`src/rtl/serial_sub_ctrl_pkg.sv`:
```
// Shared types for the bit-serial subtractor: FSM states, encodings, minterm decoder.
// Latency: none (types, constants and a pure function only).
// Backpressure: not applicable.
package serial_sub_ctrl_pkg;

    // 2-bit state encodings, kept as named constants so that other blocks can
    // decode the controller state without depending on the enum type.
    localparam logic [1:0] ENC_IDLE = 2'b00;
    localparam logic [1:0] ENC_RUN  = 2'b01;
    localparam logic [1:0] ENC_DONE = 2'b10;

    typedef enum logic [1:0] {
        IDLE = ENC_IDLE,
        RUN  = ENC_RUN,
        DONE = ENC_DONE
    } state_t;

    // One-hot 3:8 decode; bit k is set when sel == k.
    function automatic logic [7:0] dec3to8(input logic [2:0] sel);
        dec3to8 = 8'b0000_0001 << sel;
    endfunction

endpackage

```
`src/rtl/serial_sub_ctrl_fs_cell.sv`:
```
// 1-bit full subtractor a - b - c_in built as a 3:8 decoder feeding minterm ORs.
// Latency: purely combinational.
// Backpressure: none; outputs follow inputs.
module fs_cell
    import serial_sub_ctrl_pkg::*;
(
    input  logic a,
    input  logic b,
    input  logic c_in,
    output logic d,
    output logic borrow
);

    logic [7:0] m;

    // Minterm index is {a, b, c_in}; difference is odd parity, borrow is set
    // whenever b + c_in exceeds a.
    always_comb begin
        m      = dec3to8({a, b, c_in});
        d      = m[1] | m[2] | m[4] | m[7];
        borrow = m[1] | m[2] | m[3] | m[7];
    end

endmodule

```
`src/rtl/serial_sub_ctrl.sv`:
```
// Bit-serial WIDTH-bit subtractor A - B - bin, one bit per clock, LSB first.
// Latency: done high the cycle after the WIDTH-th edge following the accepting edge; WIDTH+1 cycles/result back-to-back.
// Backpressure: start is ignored while busy; operands are only sampled on the accepting edge.
module serial_sub_ctrl
    import serial_sub_ctrl_pkg::*;
#(
    parameter int WIDTH = 4
) (
    input  logic             clk,
    input  logic             rst_n,
    input  logic             start,
    input  logic [WIDTH-1:0] a_in,
    input  logic [WIDTH-1:0] b_in,
    input  logic             bin,
    output logic             busy,
    output logic             done,
    output logic [WIDTH-1:0] diff,
    output logic             bout
);

    localparam int               CNT_W    = $clog2(WIDTH);
    localparam logic [CNT_W-1:0] LAST_CNT = CNT_W'(WIDTH - 1);

    state_t           state_q;
    state_t           state_d;

    logic [WIDTH-1:0] a_sh;
    logic [WIDTH-1:0] b_sh;
    logic [WIDTH-1:0] diff_sh;
    logic [WIDTH-1:0] diff_nxt;
    logic             brw_q;
    logic [CNT_W-1:0] cnt_q;

    logic             load;
    logic             step;
    logic             last;

    logic             cell_d;
    logic             cell_borrow;

    logic [WIDTH-1:0] diff_q;
    logic             bout_q;

    // The single subtractor cell always works on the current LSBs and the carried borrow.
    fs_cell u_fs_cell (
        .a      (a_sh[0]),
        .b      (b_sh[0]),
        .c_in   (brw_q),
        .d      (cell_d),
        .borrow (cell_borrow)
    );

    // Difference bits enter at the MSB and walk down, so after WIDTH steps bit 0 is the first result bit.
    assign diff_nxt = {cell_d, diff_sh[WIDTH-1:1]};

    // State register; reset aborts any operation in flight.
    always_ff @(posedge clk or negedge rst_n) begin
        if (!rst_n) begin
            state_q <= IDLE;
        end else begin
            state_q <= state_d;
        end
    end

    // Next-state and control decode; DONE may reload directly for back-to-back operation.
    always_comb begin
        state_d = state_q;
        busy    = 1'b0;
        done    = 1'b0;
        load    = 1'b0;
        step    = 1'b0;
        last    = 1'b0;
        case (state_q)
            IDLE: begin
                if (start) begin
                    load    = 1'b1;
                    state_d = RUN;
                end
            end
            RUN: begin
                busy = 1'b1;
                step = 1'b1;
                if (cnt_q == LAST_CNT) begin
                    last    = 1'b1;
                    state_d = DONE;
                end
            end
            DONE: begin
                done = 1'b1;
                if (start) begin
                    load    = 1'b1;
                    state_d = RUN;
                end else begin
                    state_d = IDLE;
                end
            end
            default: begin
                state_d = IDLE;
            end
        endcase
    end

    // Operand shifters, running borrow and bit counter.
    always_ff @(posedge clk or negedge rst_n) begin
        if (!rst_n) begin
            a_sh    <= '0;
            b_sh    <= '0;
            diff_sh <= '0;
            brw_q   <= 1'b0;
            cnt_q   <= '0;
        end else if (load) begin
            a_sh    <= a_in;
            b_sh    <= b_in;
            diff_sh <= '0;
            brw_q   <= bin;
            cnt_q   <= '0;
        end else if (step) begin
            a_sh    <= a_sh >> 1;
            b_sh    <= b_sh >> 1;
            diff_sh <= diff_nxt;
            brw_q   <= cell_borrow;
            // Hold at the last index rather than wrapping; the count reloads on the next start.
            cnt_q   <= last ? cnt_q : cnt_q + 1'b1;
        end
    end

    // Result registers only change on the final bit, so diff/bout stay stable through RUN.
    always_ff @(posedge clk or negedge rst_n) begin
        if (!rst_n) begin
            diff_q <= '0;
            bout_q <= 1'b0;
        end else if (last) begin
            diff_q <= diff_nxt;
            bout_q <= cell_borrow;
        end
    end

    assign diff = diff_q;
    assign bout = bout_q;

endmodule
```
`config.mk`:
```
export PLATFORM = sky130hd
export DESIGN_NAME = serial_sub_ctrl
export DESIGN_NICKNAME = d
export VERILOG_FILES = /design/src/rtl/serial_sub_ctrl_pkg.sv /design/src/rtl/serial_sub_ctrl_fs_cell.sv /design/src/rtl/serial_sub_ctrl.sv
export SDC_FILE = /design/constraint.sdc
export NUM_CORES = 1
export LEC_CHECK = 0
export BUFFER_PORTS_ARGS = -buffer_cell sky130_fd_sc_hd__buf_4
export CAP_MARGIN = 30
export CORE_MARGIN = 2
export CORE_UTILIZATION = 30
export DETAILED_ROUTE_END_ITERATION = 8
export GPL_ROUTABILITY_DRIVEN = 0
export SETUP_SLACK_MARGIN = 0.4
export SYNTH_ARGS = -nofsm -noshare
export SYNTH_HDL_FRONTEND = slang
export SYNTH_HIERARCHICAL = 1
export SYNTH_SLANG_ARGS = --single-unit
```
`constraint.sdc`:
```
create_clock -name clk -period 2.56 [get_ports clk]
set_input_delay 0.512 -clock clk [delete_from_list [all_inputs] [get_ports clk]]
set_output_delay 0.512 -clock clk [all_outputs]
set_load 0.01 [all_outputs]
```
# Yosys cells after proc, flatten, opt, wreduce, memory -nomap -nowiden
# Cells that the tools add are included.
# totals
reg_bits,22
in_bits,12
elab_cells,47
# op_classes
muxes,21
eq_ne,6
n_addsub,1
shift,1
n_reduce_logical,5
n_bitwise,5
# ops
op,count
$mux 4,6
$mux 2,5
$mux 1,9
$shl 1x3->8 const A,1
$ne 2x2->1 const B,3
$pmux 2 s3,1
$or 1x1->1,5
$eq 2x2->1 const B,2
$reduce_and 2->1,2
$add 2x1->2 const B,1
$eq 2x1->1 const B,1
$logic_not 2->1,1
$reduce_bool 2->1,1
$reduce_or 2->1,1

# Longest topological paths before layout
# Gate-level depths: netlist of the first run.
# logic_depth
ltp_word,6
depth_mapped,5

# Hierarchy
# Netlist of the first run, hierarchy kept.
# by_module_without_submodules
mod,cells_each,area_per_inst_um2,n_inst
serial_sub_ctrl,78,1084.8,1
fs_cell,3,27.5,1

# Least setup slack after synthesis of the first run
# No wires, ideal clock.
# synth_path
kind,register to register
from,register a_sh[0]
to,register diff_sh[3]
setup_time_ns,0.121
period_less_slack_ns,1.543
t_arrival_ns,1.422
stages_incl_launch_ff,6
required_ns,2.439
path_slack_ns,1.017
path_buffers,0
path_cell_list,dfrtp_1 > inv_1 > fa_1 > inv_1 > mux2_4 > a22o_1
# synth_via
elab_chain_cells,6
# synth_lines
item,line_no,text
"start, declared",serial_sub_ctrl.sv:27,logic [WIDTH-1:0] a_sh;
"start signal, assigned",serial_sub_ctrl.sv:112,a_sh <= a_in;
"start signal, assigned",serial_sub_ctrl.sv:118,a_sh <= a_sh >> 1;
$shl 1x3->8 (*),serial_sub_ctrl_pkg.sv:20,dec3to8 = 8'b0000_0001 << sel;
$or 1x1->1 (2 in series),serial_sub_ctrl_fs_cell.sv:20,d = m[1] | m[2] | m[4] | m[7];
$or 1x1->1 (*),serial_sub_ctrl_fs_cell.sv:20,
via cell_d,serial_sub_ctrl.sv:38,logic cell_d;
$mux 4 (*),serial_sub_ctrl.sv:117,end else if (step) begin
$mux 4 (*),serial_sub_ctrl.sv:111,end else if (load) begin
"end signal, assigned",serial_sub_ctrl.sv:120,diff_sh <= diff_nxt;
"end, declared",serial_sub_ctrl.sv:29,logic [WIDTH-1:0] diff_sh;
# The timed path passes the listed nets; every way through them passes the cells marked *. The select of a mux whose other input is x is not followed.
# A chain may end at the register's enable or synchronous reset.

# Final worst setup path of the first run
# layout_path
from,register state_q[0]
to,output busy
# layout_via
elab_chain_cells,2
# layout_lines
item,line_no,text
"start, declared",serial_sub_ctrl.sv:24,state_t state_q;
"start signal, assigned",serial_sub_ctrl.sv:61,state_q <= state_d;
$eq 2x1->1,serial_sub_ctrl.sv:73,case (state_q)
$mux 1,serial_sub_ctrl.sv:73,
"end, declared",serial_sub_ctrl.sv:15,"output logic busy,"
# No other way between the ends.

==> metrics.txt, run 1 <==
status complete, no violations; Syn Std Cell Area between 1000 and 1500 µm²; synth-to-layout area growth 18.6%; crit path max fanout 17; WP data arrival roughly 1400 ps; initial antenna violation count 0; number of CTS-inserted buffers 3; non-filler cells, final ~150; io pins 19; DRT iter0 DRCs 5; Design Power 1.48 mW; Tmin final ~1900 ps; Max-Cap Viols 0; Clock Tree Buf Depth 2; r2r setup slk 950 ps; Final ANT Viol Nets 0; syn avg cell area between 10 and 15 µm²; synth top area cells dfrtp_1, mux2i_1, mux2_4, buf_6, mux2_1; total number of vias 687; first-pass GRT wire length about 3400 µm; drt via density 4.64; fin worst setup slack slightly below 700 ps; DRC viols 0; Worst path max stage delay approximately 770 ps; starting density of the core between 30 and 40%; chip width ~65 µm; largest net degree at the start of global routing 22; library cells used by synthesis 19; Critical R2R Launch a_sh[0]; most frequent cell after synthesis mux2i_1; reg-to-reg critical path endpoint diff_sh[3]; final hold vios 0; Fillers 370; final slew viol count 0; PostCTS Resize Cnt 0; Total Routing Usage GR 10.6%; Routed WL 1900 µm; Synth top cells by count mux2i_1, dfrtp_1, mux2_4; Static Leak 0.675 nW; Final #Nets 115; vias in the first global route 750; CP Capture Type primary output; placed cell count around 140; met1 wire length ~900 µm; #FFs+latches synth 21; CP startpoint kind flip-flop; Layout Skew around 2.3 ps; Crit Path Category reg2out; CTS Hold Bufs 0; DR top layer met4; final setup fails 0; reg2reg path depth 5; CP max-delay cell dfrtp_1; Synth top area share a little under half; Post-synth EDFFs 0; Yosys warning total 6; Met2 Routed Length between 800 and 900 µm; die height ~65 µm; Port Buf Inserts 18; Cells after Synth between 80 and 90; setup TNS after final layout 0 ps; Seq/Total Area, Yosys 47.2%; pre-CTS setup slack roughly 960 ps; met3 wire length 96 µm; share of post-route cells with drive strength above 1 30.0%; VDD IR max 460 µV; Slew HR 55.8%; # diodes 0; TritonRoute pass-1 iters 3; row count 22; Avg WL per Cell 12.8 µm; DPL Wire Length 1360 µm; clk sinks 21; Synth Flop Type dfrtp_1; Tcrit/Tclk final between 70% and 80%; areal power density over the cells around 1100 nW/µm²; worst-path cell chain nor2b_1 > buf_4; leading area contributor after synthesis dfrtp_1; min-delay worst type in2async; Peak Freq about 530 MHz; grt total ovfl 0; Synth async-reset ratio between 90% and 100%; Die ar. around 4200 µm²; Worst EP required about 2100 ps; clock slew at reported path FFs about 70 ps; hold slack final approximately 130 ps; unrepaired setup endpoints after global routing false; slew at the pin closest to its max-slew limit 664 ps; clk_lat worst skew roughly 250 ps; root buf cell clkbuf_8; Crit. Startpoint state_q[0]; H-tree Lvls 1; syn_nets 95; CTS tree yes; Core Region roughly 3600 µm²; # Post-CTS Setup Buffers 0
critical path: cells and delay by family, from the launching register on:
family        cells  cell delay, ps
simple gates      1             210
buf+inv           1             130
flops             1             770
placed cells by master, fill, tap and decap left out, drive strengths merged:
master	n
mux2i	23
dfrtp	21
buf	20
mux2	9
clkbuf	4
nor2b	3
a22o	3
inv	3
nor2	2
o211a	2
nand3	2
o21ai	2
nor3b	1
a311o	1
nand3b	1
a221o	1
ha	1
fa	1
layer usage:
metal  track usage, %  vias to the layer above
li1                 -                      331
met1             13.3                      337
met2             17.1                       17
met3             3.65                        2
met4             3.19                        0
met5                0                        -
cell type report:
cell class	instances	area [µm²]	area share, %
clock buffer	4	45.0	3.42
inverter	3	11.3	0.854
multi-input combinational	52	527	39.9
sequential	21	526	39.8
tap	48	60.1	4.55
timing repair buffer	20	150	11.4
kinds of logic after synthesis:
kind of cell / count (synthesis) / synth area share (%)
mux: 32 / 31.8
flops: 21 / 47.2
compound gates: 9 / 6.86
simple gates: 9 / 5.74
buf+inv: 8 / 5.40
fa+ha+maj: 2 / 2.92
power breakdown:
group	total, mW	internal (mW)	switching (mW)
registers	0.638	0.477	0.161
clock network	0.211	0.111	0.100
logic	0.636	0.400	0.236
total	1.48	0.987	0.497
registers in the layout (all words and copies together) (netlist names):
signal,count
bout,1
a_sh,4
diff_sh,3
brw_q,1
cnt_q,2
b_sh,4
state_q,2
diff,4
through the flow:
| step | util (%) | cell area, µm² |
|---|---|---|
| after floorplan | - | 1110 |
| after global placement | 35.3 | 1270 |
| after detailed placement | 35.3 | 1270 |
| after CTS | 36.6 | 1320 |
| after global routing | 36.6 | 1320 |
| final | 36.6 | 1320 |
worst max path at each step:
stage / cells after the start / to / slack (ps)
finish: 2 / busy / 680
detailed placement: 2 / busy / 960
floorplan: 5 / diff_sh[3] / 1020
global placement: 2 / busy / 970
global route: 2 / busy / 570
CTS: 2 / busy / 650
Note: power is estimated with default switching activity, not from simulation.
==> run 2, diff against run 1 <==
==> constraint.sdc (replaced) <==
create_clock -name clk -period 1.5 [get_ports clk]
set_input_delay 0.3 -clock clk [delete_from_list [all_inputs] [get_ports clk]]
set_output_delay 0.3 -clock clk [all_outputs]
set_load 0.01 [all_outputs]
==> run 2 against run 1 <==
Compared with the run above:
- the run now ends with negative setup slack left
- via count is 12% higher
- total power is 110% higher
- count of clock-buffer cells in the layout stayed put
- die area stayed put
- non-clock buffer count is 20 higher
- first-iteration DRC count grew to 11 times the previous value
- utilization is 7.5 points higher
- largest power group is now combinational cells
==> metrics.txt, run 2 (same netlist as run 1, synthesis figures left out) <==
Tmin final 1550 ps; final slew viol count 0; Final Cell Area around 1600 µm²; drt via density 4.57; Final ANT Viol Nets 0; clk sinks 21; Routed WL 2210 µm; commonest cells after routing, fill and taps aside mux2i_1, buf_4, dfrtp_1, buf_6, mux2_4; sw frac 31.7%; Total Routing Usage GR 11.7%; CP max-delay cell fa_1; vias in the first global route 787; areal power density over the cells about 2000 nW/µm²; io pins 19; Design Power approximately 3.2 mW; area post-placement 1350 µm²; DRC viols 0; Tcrit/Tclk final 103%; Max-Cap Viols 0; Fillers 333; largest net degree at the start of global routing 22; starting density of the core a little under a third; share of post-route cells with drive strength above 1 a little under half; NetSw 1.01 mW; Crit Path Category reg2reg; root buf cell clkbuf_8; Static Leak roughly 0.81 nW; Port Buf Inserts 18; failing checks negative setup slack; first-pass GRT wire length around 3700 µm; Peak Freq 645 MHz; die height between 60 and 70 µm; Die ar. approximately 4200 µm²; Final #Nets between 100 and 150; Worst EP required roughly 1600 ps; min-delay worst type in2reg; Clk network pwr share about 11%; synth-to-layout area growth 43.0%; H-tree Lvls 1; r2r setup slk -50 ps; Slew HR 81.1%; number of CTS-inserted buffers 3; clk_lat worst skew between 200 and 300 ps; Core Region approximately 3600 µm²; Layout Skew 3.78 ps; slew at the pin closest to its max-slew limit 283 ps; row count 22; grt total ovfl 0; non-filler cells, final roughly 170; status finished with violations; TritonRoute pass-1 iters 4; chip width around 65 µm; pre-CTS setup slack -40.8 ps; setup TNS after final layout -50.3 ps; Avg WL per Cell roughly 13 µm; cell-internal power around 2.2 mW; Worst path max stage delay between 500 and 600 ps; sequential power share between 30% and 40%; crit path max fanout 2; clock slew at reported path FFs 70 ps; # diodes 0; final hold vios 0; CP startpoint kind flip-flop; WP data arrival 1690 ps; total number of vias 768; placed cell count 150; unrepaired setup endpoints after global routing true; initial antenna violation count 0; Clock Tree Buf Depth 2; final setup fails 1; fin worst setup slack -50.3 ps; VDD IR max a little under 800 µV; DRT iter0 DRCs 54; CTS tree yes; DPL Wire Length ~1400 µm; Comb power frac roughly 56%; worst-path cell chain inv_2 > fa_1 > inv_1 > mux2_4 > a22o_1; CP Capture Type flip-flop
## run 2: cell count changes in the layout (fill, tap and decap cells not counted), sizes merged
| cell | before | now |
|---|---|---|
| buf | 20 | 39 |
| dlygate4sd3 | 0 | 1 |
## run 2: through the flow
stage	utilization [%]	hold slack, ps
after global placement	37.5	204
after CTS	41.6	319
after floorplan	-	4.41
final	44.1	328
after detailed placement	37.5	207
after global routing	44.1	316
## run 2: final timing paths
path,cells after the start,to,startpoint
min reg2reg,1,diff_sh[1],diff_sh[1]
max,5,diff_sh[3],a_sh[0]
min,3,a_sh[3],a_in[3]
min in group asynchronous,2,diff[3],rst_n
max reg2reg,5,diff_sh[3],a_sh[0]
max in group asynchronous,2,state_q[1],rst_n
## run 2: final cells by class
class                           instances  area, µm²  share of cell area (%)
Inverter                                3       11.3                   0.708
Clock buffer                            4       45.0                    2.83
Tap cell                               48       60.1                    3.78
Sequential cell                        21        528                    33.2
Timing Repair Buffer                   40        380                    23.9
Multi-Input combinational cell         52        566                    35.6
## run 2: timing repair
action                                  4_1_cts  5_1_grt
hold buffers                                  1        0
resized for setup                            12       11
hold endpoints to repair                     21        0
setup buffers                                 7        6
pin swaps                                     0        1
endpoints found under the setup margin       14       25
## run 2: power groups by stage
stage,registers [mW],clock network (mW),logic [mW]
2_1_floorplan,1.02,0,0.955
3_3_place_gp,1.04,0,1.33
3_5_place_dp,1.05,0,1.37
4_1_cts,1.02,0.378,1.59
5_1_grt,1.07,0.413,1.92
6_report,1.04,0.356,1.78
## run 2: metal layers
layer / up-vias / track usage [%] / wire length (µm) / share of wire, %
li1: 372 / - / - / -
met1: 378 / 14.0 / 992 / 45
met2: 18 / 20.4 / 1100 / 50
met3: 0 / 4.51 / 110 / 5.0
met4: 0 / 1.60 / 0 / 0
met5: - / 0 / 0 / 0
## run 2: worst max-delay path, delay by kind of cell (launching register included)
family	cells	cell delay, ps
AO/OA/AOI/OAI	1	200
buffers and inverters	2	100
flip-flops	1	370
multiplexers	1	260
adder cells (fa/ha/maj)	1	520
==> run 3, diff against run 2 <==
--- a/config.mk
+++ b/config.mk
@@ -8,9 +8,10 @@
 export BUFFER_PORTS_ARGS = -buffer_cell sky130_fd_sc_hd__buf_4
 export CAP_MARGIN = 30
 export CORE_MARGIN = 2
-export CORE_UTILIZATION = 30
+export CORE_UTILIZATION = 49
 export DETAILED_ROUTE_END_ITERATION = 8
 export GPL_ROUTABILITY_DRIVEN = 0
+export PLACE_DENSITY = 0.79
 export SETUP_SLACK_MARGIN = 0.4
 export SYNTH_ARGS = -nofsm -noshare
 export SYNTH_HDL_FRONTEND = slang
==> run 3 against run 2 <==
Compared with the run above:
- the flow still finishes with violations (negative setup slack)
- flip-flop and latch count unchanged
- fmax is essentially flat
- combinational power is 11% lower
- worst hold slack worse by 57 ps
- clock skew about the same
- critical endpoint unchanged
- non-clock buffer count down 5
- global-route usage grew 5.6 points
==> metrics.txt, run 3 (same netlist as run 1, synthesis figures left out) <==
final hold vios 0; DRT iter0 DRCs 2; first-pass GRT wire length roughly 3400 µm; Tcrit/Tclk final 103%; Peak Freq approximately 650 MHz; Core Region approximately 2200 µm²; Total Routing Usage GR approximately 17%; Crit. Startpoint a_sh[0]; DR top layer met4; Hold Crit Start b_in[3]; final slew viol count 0; status finished with violations; most common cell after layout, fill and taps aside buf_4; io pins 19; chip width approximately 52 µm; # diodes 0; row count 17; Final ANT Viol Nets 0; clk sinks 21; clock slew at reported path FFs around 120 ps; slew at the pin closest to its max-slew limit about 270 ps; root buf cell clkbuf_4; Worst path max stage delay between 500 and 600 ps; Slew HR between 80% and 90%; Crit path max-delay family adder cells; CP max-delay cell fa_1; synth-to-layout area growth 30.9%; starting density of the core roughly half; crit path max fanout 2; worst-path cell chain inv_2 > fa_1 > inv_1 > mux2_4 > a22o_1; unrepaired setup endpoints after global routing true; share of post-route cells with drive strength above 1 between 40% and 50%; met1 wire length between 800 and 900 µm; fin worst setup slack -49.4 ps; met3 wire length roughly 66 µm; initial antenna violation count 0; multi-input logic area about 560 µm²; H-tree Lvls 1; failing checks negative setup slack; Port Buf Inserts 18; areal power density over the cells 1990 nW/µm²; placed cell count about 130; vias in the first global route 768; WP data arrival roughly 1800 ps; total number of vias around 750; Avg WL per Cell about 14 µm; Critical R2R Launch a_sh[0]; Fillers 170; largest net degree at the start of global routing 22; commonest cells after routing, fill and taps aside buf_4, mux2i_1, dfrtp_1, buf_6, mux2_4; Clock Tree Buf Depth 2; Routed WL about 2000 µm; Die ar. about 2700 µm²; min-delay worst type in2reg; Worst EP required between 1500 and 2000 ps; Layout Skew 4.09 ps; Buf+Inv Stages, Crit Path 2; TritonRoute pass-1 iters 2; Tmin final between 1500 and 2000 ps; DPL Wire Length about 1300 µm; Design Power 2.89 mW; CTS tree yes; grt total ovfl 0; CP Capture Type flip-flop; die height 51.6 µm; number of CTS-inserted buffers 3; Met2 Routed Length between 1000 and 1500 µm; final setup fails 1; CP startpoint kind flip-flop; Final #Nets 130; Seq. cell area about 530 µm²; Static Leak between 0.7 and 0.8 nW; Max-Cap Viols 0; Crit Path Category reg2reg; DRC viols 0; clk_lat worst skew 300 ps; drt via density around 5.2; non-filler cells, final about 140; VDD IR max between 900 and 1000 µV
[run 3: worst paths after layout]
path,to,slack [ps],cells after the start
max reg2reg,diff_sh[3],-50,5
min in group asynchronous,diff[1],400,2
min reg2reg,diff_sh[1],550,1
min,b_sh[3],270,3
max,diff_sh[3],-50,5
max in group asynchronous,state_q[0],870,2
[run 3: report_power, final]
group	switching (mW)	leakage, nW	internal [mW]
clock	0.172	0.0177	0.0992
sequential	0.225	0.263	0.817
combinational	0.569	0.477	1.01
[run 3: timing repair]
item	in CTS	in global routing
gates cloned	0	0
gates resized for setup	11	3
buffers inserted	6	3
hold buffers	1	0
endpoints found under the hold margin	21	0
setup endpoints to repair	27	27
[run 3: layer usage]
layer  track usage [%]  up-vias
met5                 0        -
met4              8.77        0
met3              2.59        4
met2              31.8       13
met1              19.3      370
li1                  -      360
[run 3: cell type report]
cell class	instances	share of cell area (%)
Clock buffer	3	1.55
Clock inverter	1	0.344
Inverter	3	0.773
Multi-Input combinational cell	52	38.4
Sequential cell	21	36.3
Tap cell	28	2.41
Timing Repair Buffer	35	20.3
[run 3: per-stage QoR]
stage          setup slack, ps  hold slack [ps]  setup TNS [ps]  utilization [%]  area (µm²)
4_1_cts                  -52.8              259           -52.8             65.7        1430
3_5_place_dp             -35.5              201           -35.5             60.3        1310
6_report                 -49.4              270           -49.4             67.1        1460
2_1_floorplan            -22.0             4.41           -22.0                -        1130
3_3_place_gp             -16.8              198           -16.8             60.3        1310
5_1_grt                  -89.0              275           -89.9             67.1        1460
[run 3: tightest hold or removal path: cells and delay by family]
| family | cells | cell delay [ps] |
|---|---|---|
| AO/OA/AOI/OAI | 1 | 110 |
| multiplexers | 1 | 50 |
| buffers and inverters | 1 | 80 |
